`src/rtl/mod_exp_ctrl.sv`:
```
// Modular exponentiation sequencer: left-to-right square-and-multiply
// in the Montgomery domain, driving an external MonPro unit.
module mod_exp_ctrl #(
    parameter int WORD_WIDTH = 32,
    parameter int EXP_WIDTH  = 32
) (
    input  logic                  clk,
    input  logic                  reset_n,
    input  logic                  start,
    input  logic [WORD_WIDTH-1:0] base,
    input  logic [EXP_WIDTH-1:0]  exponent,
    input  logic [WORD_WIDTH-1:0] modulus,
    input  logic [WORD_WIDTH-1:0] r2_mod_m,
    output logic                  busy,
    output logic                  done,
    output logic [WORD_WIDTH-1:0] result,
    output logic                  mm_enable,
    output logic [WORD_WIDTH-1:0] mm_x,
    output logic [WORD_WIDTH-1:0] mm_y,
    output logic [WORD_WIDTH-1:0] mm_m,
    input  logic                  mm_done,
    input  logic [WORD_WIDTH-1:0] mm_result
);

    localparam int IW = (EXP_WIDTH > 1) ? $clog2(EXP_WIDTH) : 1;

    localparam logic [1:0] S_IDLE  = 2'd0;
    localparam logic [1:0] S_ISSUE = 2'd1;
    localparam logic [1:0] S_WAIT  = 2'd2;
    localparam logic [1:0] S_DONE  = 2'd3;

    localparam logic [2:0] OP_XBAR = 3'd0;
    localparam logic [2:0] OP_ABAR = 3'd1;
    localparam logic [2:0] OP_SQR  = 3'd2;
    localparam logic [2:0] OP_MUL  = 3'd3;
    localparam logic [2:0] OP_OUT  = 3'd4;

    localparam logic [WORD_WIDTH-1:0] ONE     = WORD_WIDTH'(1);
    localparam logic [IW-1:0]         IDX_TOP = IW'(EXP_WIDTH - 1);

    logic [1:0]            state_q, state_d;
    logic [2:0]            op_q, op_d;
    logic [IW-1:0]         idx_q, idx_d;
    logic [WORD_WIDTH-1:0] acc_q, acc_d;
    logic [WORD_WIDTH-1:0] xbar_q, xbar_d;
    logic [WORD_WIDTH-1:0] base_q, base_d;
    logic [WORD_WIDTH-1:0] r2_q, r2_d;
    logic [EXP_WIDTH-1:0]  exp_q, exp_d;
    logic [WORD_WIDTH-1:0] mm_x_q, mm_x_d;
    logic [WORD_WIDTH-1:0] mm_y_q, mm_y_d;
    logic [WORD_WIDTH-1:0] mm_m_q, mm_m_d;
    logic [WORD_WIDTH-1:0] result_q, result_d;
    logic                  mm_enable_q, mm_enable_d;
    logic                  busy_q, busy_d;
    logic                  done_q, done_d;
    logic                  issue;
    logic [2:0]            nxt_op;

    always_comb begin
        state_d     = state_q;
        op_d        = op_q;
        idx_d       = idx_q;
        acc_d       = acc_q;
        xbar_d      = xbar_q;
        base_d      = base_q;
        r2_d        = r2_q;
        exp_d       = exp_q;
        mm_x_d      = mm_x_q;
        mm_y_d      = mm_y_q;
        mm_m_d      = mm_m_q;
        result_d    = result_q;
        busy_d      = busy_q;
        mm_enable_d = 1'b0;
        done_d      = 1'b0;
        issue       = 1'b0;
        nxt_op      = op_q;

        case (state_q)
            S_IDLE: begin
                if (start) begin
                    base_d  = base;
                    exp_d   = exponent;
                    r2_d    = r2_mod_m;
                    mm_m_d  = modulus;
                    idx_d   = IDX_TOP;
                    busy_d  = 1'b1;
                    state_d = S_ISSUE;
                    issue   = 1'b1;
                    nxt_op  = OP_XBAR;
                end
            end
            S_ISSUE: state_d = S_WAIT;
            S_WAIT: begin
                if (mm_done) begin
                    state_d = S_ISSUE;
                    issue   = 1'b1;
                    case (op_q)
                        OP_XBAR: begin
                            xbar_d = mm_result;
                            nxt_op = OP_ABAR;
                        end
                        OP_ABAR: begin
                            acc_d  = mm_result;
                            nxt_op = OP_SQR;
                        end
                        OP_SQR: begin
                            acc_d = mm_result;
                            if (exp_q[idx_q]) begin
                                nxt_op = OP_MUL;
                            end else if (idx_q == '0) begin
                                nxt_op = OP_OUT;
                            end else begin
                                idx_d  = idx_q - 1'b1;
                                nxt_op = OP_SQR;
                            end
                        end
                        OP_MUL: begin
                            acc_d = mm_result;
                            if (idx_q == '0) begin
                                nxt_op = OP_OUT;
                            end else begin
                                idx_d  = idx_q - 1'b1;
                                nxt_op = OP_SQR;
                            end
                        end
                        default: begin
                            result_d = mm_result;
                            done_d   = 1'b1;
                            busy_d   = 1'b0;
                            state_d  = S_DONE;
                            issue    = 1'b0;
                        end
                    endcase
                end
            end
            default: state_d = S_IDLE;
        endcase

        // Operands are loaded on the edge entering ISSUE and then held through WAIT
        if (issue) begin
            mm_enable_d = 1'b1;
            op_d        = nxt_op;
            case (nxt_op)
                OP_XBAR: begin
                    mm_x_d = base_d;
                    mm_y_d = r2_d;
                end
                OP_ABAR: begin
                    mm_x_d = ONE;
                    mm_y_d = r2_d;
                end
                OP_SQR: begin
                    mm_x_d = acc_d;
                    mm_y_d = acc_d;
                end
                OP_MUL: begin
                    mm_x_d = acc_d;
                    mm_y_d = xbar_d;
                end
                default: begin
                    mm_x_d = acc_d;
                    mm_y_d = ONE;
                end
            endcase
        end
    end

    always_ff @(posedge clk or negedge reset_n) begin
        if (!reset_n) begin
            state_q     <= S_IDLE;
            op_q        <= OP_XBAR;
            idx_q       <= IDX_TOP;
            acc_q       <= '0;
            xbar_q      <= '0;
            base_q      <= '0;
            r2_q        <= '0;
            exp_q       <= '0;
            mm_x_q      <= '0;
            mm_y_q      <= '0;
            mm_m_q      <= '0;
            result_q    <= '0;
            mm_enable_q <= 1'b0;
            busy_q      <= 1'b0;
            done_q      <= 1'b0;
        end else begin
            state_q     <= state_d;
            op_q        <= op_d;
            idx_q       <= idx_d;
            acc_q       <= acc_d;
            xbar_q      <= xbar_d;
            base_q      <= base_d;
            r2_q        <= r2_d;
            exp_q       <= exp_d;
            mm_x_q      <= mm_x_d;
            mm_y_q      <= mm_y_d;
            mm_m_q      <= mm_m_d;
            result_q    <= result_d;
            mm_enable_q <= mm_enable_d;
            busy_q      <= busy_d;
            done_q      <= done_d;
        end
    end

    assign busy      = busy_q;
    assign done      = done_q;
    assign result    = result_q;
    assign mm_enable = mm_enable_q;
    assign mm_x      = mm_x_q;
    assign mm_y      = mm_y_q;
    assign mm_m      = mm_m_q;

endmodule

```
`config.mk`:
```
export PLATFORM = sky130hd
export DESIGN_NAME = mod_exp_ctrl
export DESIGN_NICKNAME = d
export VERILOG_FILES = /design/src/rtl/mod_exp_ctrl.sv
export SDC_FILE = /design/constraint.sdc
export NUM_CORES = 1
export LEC_CHECK = 0
export ABC_AREA = 1
export BUFFER_PORTS_ARGS = -buffer_cell sky130_fd_sc_hd__buf_2
export CORE_UTILIZATION = 58
export CTS_CLUSTER_SIZE = 28
export DETAILED_ROUTE_END_ITERATION = 10
export PLACE_DENSITY = 0.93
export REMOVE_ABC_BUFFERS = 1
export SYNTH_ARGS = -nofsm -noshare
export SYNTH_HDL_FRONTEND = slang
export SYNTH_SLANG_ARGS = --single-unit
```
`constraint.sdc`:
```
create_clock -name clk -period 3.35 [get_ports clk]
set_input_delay 0.335 -clock clk [delete_from_list [all_inputs] [get_ports clk]]
set_output_delay 0.335 -clock clk [all_outputs]
set_load 0.05 [all_outputs]
```
### Yosys cells after proc, flatten, opt, wreduce, memory -nomap -nowiden

Index checks and enable logic that the tools add are counted.

* add/subtract/negate cells: 1
* magnitude comparators: 1
* equal/unequal tests: 13
* mux-type cells: 42
* bitwise operators: 1
* reduce and logical (&&, ||, !) cells: 13

Operators by type and width (count)
* $mux 32: 10
* $pmux 32 s3: 1
* $pmux 32 s2: 1
* $mux 5: 4
* $pmux 5 s2: 2
* $eq 3x2->1 const B: 4
* $mux 3: 4
* $pmux 3 s4: 1
* $mux 1: 11
* $eq 3x1->1 const B: 2
* $logic_not 3->1: 2
* $lt 5x6->1 const B: 1
* $mux 2: 3
* $ne 2x2->1 const B: 3
* $pmux 2 s3: 1
* $pmux 3 s2: 1
* $bmux 1 s5: 1
* $logic_not 5->1: 1
* $reduce_and 5->1: 1
* $sub 5x1->5 const B: 1
* $pmux 1 s2: 2
* $reduce_and 2->1: 2
* $reduce_and 4->1: 1
* $reduce_or 4->1: 1
* other kinds (10): 10

* register bits after elaboration: 301
* logic and storage cells: 86

### Depth between registers and ports, before layout

* depth in word-level cells: 9
* depth in mapped cells: 18

### Worst setup path before layout

Ideal clock, no wire load.

* path type: register to register
* start point: register idx_q[0]
* end point: register mm_x_q[0], in the netlist mm_x[0]
* arrival time: 1.898 ns
* required time: 3.226 ns
* slack: 1.328 ns
* stages on the path, launching flop included: 17
* cells stage by stage: dfstp_2 -> buf_4 -> nor2_1 -> nor2_1 -> nand2_1 -> a21oi_1 -> nor2_1 -> nand2_1 -> nand3_1 -> nand2_2 -> nand3_4 -> nor2_4 -> buf_6 -> buf_6 -> nand3_1 -> o211ai_1 -> nand2_1

* longest elaborated chain between the ends: 8

Ends and longest elaborated chain
* from (decl): RTL line 43 `logic [IW-1:0] idx_q, idx_d;`
* from (signal assigned): RTL line 188 `idx_q <= idx_d;`
* $bmux 1 s5 / $logic_not 5->1 (equally long branches): RTL line 108, 110, 119
* $mux 1 (not written as such) / $mux 3 (equally long branches): RTL line 108, 110, 119
* $mux 3: RTL line 108 `if (exp_q[idx_q]) begin`
* $pmux 3 s4 *: RTL line 97 `case (op_q)`
* $mux 3 *: RTL line 94 `if (mm_done) begin`
* $pmux 3 s2 *: RTL line 78 `case (state_q)`
* $eq 3x1->1 / $logic_not 3->1 (equally long branches): RTL line 143 `case (nxt_op)`
* $pmux 32 s2 *: RTL line 143
* to (signal assigned): RTL line 194 `mm_x_q <= mm_x_d;`
* to (decl): RTL line 49 `logic [WORD_WIDTH-1:0] mm_x_q, mm_x_d;`

Mark *: on every way between the ends. The rest lies on a longest branch, timed or not. The select of a mux whose other input is x is not followed.
A chain may end at the register's enable or synchronous reset.

### Final worst setup path

* start point: register idx_q[0]
* end point: register mm_y_q[4], in the netlist mm_y[4]

* longest elaborated chain between the ends: 9

Ends and longest elaborated chain
* $bmux 1 s5 / $logic_not 5->1 (equally long branches): RTL line 108, 110, 119
* $mux 1 (not written as such) / $mux 3 (equally long branches): RTL line 108, 110, 119
* $mux 3: RTL line 108
* $pmux 3 s4 *: RTL line 97
* $mux 3 *: RTL line 94
* $pmux 3 s2 *: RTL line 78
* $eq 3x1->1 / $logic_not 3->1 (equally long branches): RTL line 143
* $reduce_or 2->1 (no source line)
* $pmux 32 s3 *: RTL line 143
* to (signal assigned): RTL line 195 `mm_y_q <= mm_y_d;`
* to (decl): RTL line 50 `logic [WORD_WIDTH-1:0] mm_y_q, mm_y_d;`

Marks and branches as above.

==> impl_metrics.env <==
export IMPL_final_cell_mix="587 x nand2_1, 296 x dfrtp_1, 293 x buf_2"
export IMPL_cp_max_fo=23
export IMPL_post_cts_setup_buffers=0
export IMPL_synthSimpleGateAreaFrac=0.272
export IMPL_avgSynthCellArea_um2=8.46
export IMPL_gp_congestion=0.933
export IMPL_drc=0
export IMPL_postSynthCellCount=1513
export IMPL_worstSkewPairLatency_ns=0.55
export IMPL_die_x_um=151
export IMPL_first_pass_iters=6
export IMPL_core_area_um2=21400
export IMPL_period_share=0.916
export IMPL_seq_area_frac_synth=0.589
export IMPL_ant_nets=0
export IMPL_finalClockSkew_ns=0.0126
export IMPL_cts_max_path_buffers=3
export IMPL_synth_yosys_warnings=0
export IMPL_status="finished clean"
export IMPL_syn_cell_area_um2=12800
export IMPL_setup_tns_final_ns=0
export IMPL_grt_pass1_wl_mm=59.1
export IMPL_slew_headroom=0.255
export IMPL_max_freq_mhz=326
export IMPL_ys_ff_latch=301
export IMPL_ys_types=32
export IMPL_synthXorXnorAreaFrac=0.000684
export IMPL_synth_fa_ha_area_frac=0.00195
export IMPL_layout_drive_gt1_share=0.210
export IMPL_drt_iter0_drc=998
export IMPL_maxCapViolCount=0
export IMPL_viasPerCell=5.71
export IMPL_synth_compound_area_frac=0.0777
export IMPL_cts_htree_levels=1
export IMPL_grt_max_degree=115
export IMPL_antenna_found_initial=1
export IMPL_initial_utilization=0.599
export IMPL_setup_violations_final=0
export IMPL_fillers=1461
export IMPL_clk_pin_slew_ns=0.07
export IMPL_track_usage=0.335
export IMPL_synth_top_family_by_area="simple AND/OR/NAND/NOR gates"
export IMPL_die_h_um=151
export IMPL_power_density_nw_per_um2=1170
export IMPL_worstMarginPinSlew_ns=1.12
export IMPL_grt_overflow=0
export IMPL_post_route_min_period_ns=3.07
export IMPL_numCtsBuffers=30
export IMPL_critPathCaptureType="flop"
export IMPL_nets=1981
export IMPL_cp_start_kind="flop"
export IMPL_portBuffers=294
export IMPL_die_area_um2=22700
export IMPL_multi_input_area_um2=4530
export IMPL_rows=53
export IMPL_hp_class="primary input to flop"
export IMPL_critical_path_arrival_ns=3.55
export IMPL_wire_per_inst_um=17.7
export IMPL_grt_pass1_vias=12100
export IMPL_cts_tree="yes"
export IMPL_syn_to_final_growth_pct=24.4
export IMPL_r2r_slack_ns=0.28
export IMPL_whs_ns=0.0101
export IMPL_power_mw=18.6
export IMPL_antenna_cells=0
export IMPL_root_buffer="clkbuf_16"
export IMPL_drv_slew=0
export IMPL_regArea_um2=7540
export IMPL_final_cells=2114
export IMPL_dpl_hpwl_mm=22.0
export IMPL_placedCellCount=2009
export IMPL_ir_drop_v=0.000682
export IMPL_num_vias=12100
export IMPL_cts_sinks=301
export IMPL_crit_type="flop to flop"
export IMPL_synthMuxAreaShare=0
export IMPL_p_leak_nw=8.50
export IMPL_final_common_cell="nand2_1"
export IMPL_drt_total_wl_mm=37.5
export IMPL_num_io_pins=295
export IMPL_grt_setup_unrepaired="no"
export IMPL_report_final_hold_viol_count=0
export IMPL_cp_required_ns=3.83
==> metrics by stage <==
| step | area (um2) | util | setup slack [ns] |
|---|---|---|---|
| 6_report | 15900 | 0.746 | 0.280 |
| 5_1_grt | 15900 | 0.746 | 0.0537 |
| 4_1_cts | 15900 | 0.746 | 0.271 |
| 3_5_place_dp | 14400 | 0.676 | 0.387 |
| 3_3_place_gp | 14400 | 0.676 | 0.509 |
| 2_1_floorplan | 12300 | - | -6.64 |
==> timing repair <==
action	4_1_cts	5_1_grt
resized for setup	0	2
hold endpoints to repair	157	0
endpoints found under the setup margin	0	9
hold buffers	49	0
==> critical path: stages (launching register included) <==
cell and delay, ns:
dfstp_2 0.75, inv_2 0.22, nand2_1 0.13, nand3_1 0.10, nand3_1 0.12, nand3_1 0.07
nand2_1 0.13, nand3_1 0.12, nand2_2 0.10, nand3_4 0.09, nor2_4 0.42, buf_4 0.38
nand2_1 0.08, nand3_1 0.10, nand2_1 0.07, nand2_1 0.08
==> sequential cells by signal (all words and copies together), names as in the netlist <==
signal     flops
idx_q          5
op_q           3
state_q        2
mm_m          32
exp_q         32
r2_q          32
xbar_q        32
result        32
base_q        32
done           1
mm_enable      1
mm_y          32
busy           1
mm_x          32
acc_q         32
==> routing by layer <==
layer,part of all wire,GRT usage,vias up
met2,0.48,0.549,794
met1,0.37,0.415,5607
li1,-,-,5474
met4,0.058,0.209,2
met5,0.00043,0,-
met3,0.091,0.0558,186
==> cells in the mapped netlist (all sizes together) <==
cell type / instances / area, um2
nor4: 1 / 6.26
a32oi: 1 / 8.76
o22ai: 1 / 6.26
xor2: 1 / 8.76
nand2: 592 / 2230
nor3: 3 / 15.0
o21ai: 91 / 455
ha: 2 / 25.0
nand3b: 1 / 7.51
nand3: 94 / 488
buf: 44 / 259
clkbuf: 52 / 195
inv: 78 / 293
nor2: 81 / 317
dfstp: 5 / 131
a21oi: 99 / 495
o211ai: 3 / 22.5
dfrtp: 296 / 7410
nand4: 65 / 407
or2: 2 / 12.5
a31oi: 1 / 6.26
==> logic make-up (layout without fill, tap and decap cells) <==
group / Yosys count / after routing
simple gates: 839 / 839
flops: 301 / 301
compound gates: 196 / 196
buf+inv: 174 / 500
fa+ha+maj: 2 / 2
xor+xnor: 1 / 1
==> final timing paths <==
| kind | start | endpoint | depth (start not counted) |
|---|---|---|---|
| hold / removal | exponent[29] | exp_q[29]$_DFFE_PN0P_ | 3 |
| setup reg to reg | idx_q[0]$_DFFE_PN1P_ | mm_y[4]$_DFFE_PN0P_ | 15 |
| min in group asynchronous | reset_n | base_q[2]$_DFF_PN0_ | 2 |
| setup / recovery | idx_q[0]$_DFFE_PN1P_ | mm_y[4]$_DFFE_PN0P_ | 15 |
| hold reg to reg | mm_m[10]$_DFFE_PN0P_ | mm_m[10]$_DFFE_PN0P_ | 2 |
| max in group asynchronous | reset_n | mm_m[25]$_DFFE_PN0P_ | 3 |
==> final cells by class <==
cell class / instances / area share
clock buffer: 49 / 0.0567
clock inverter: 7 / 0.00573
inverter: 78 / 0.0187
multi-input combinational: 1038 / 0.285
sequential: 301 / 0.473
tap: 275 / 0.0216
timing repair buffer: 366 / 0.139
==> where the power goes <==
group          switching [mW]  internal, mW
registers               0.836          5.39
logic                    6.76          2.23
clock network            1.40          1.99
total                    9.00          9.61
No activity file was read; power rests on OpenSTA's default activity.
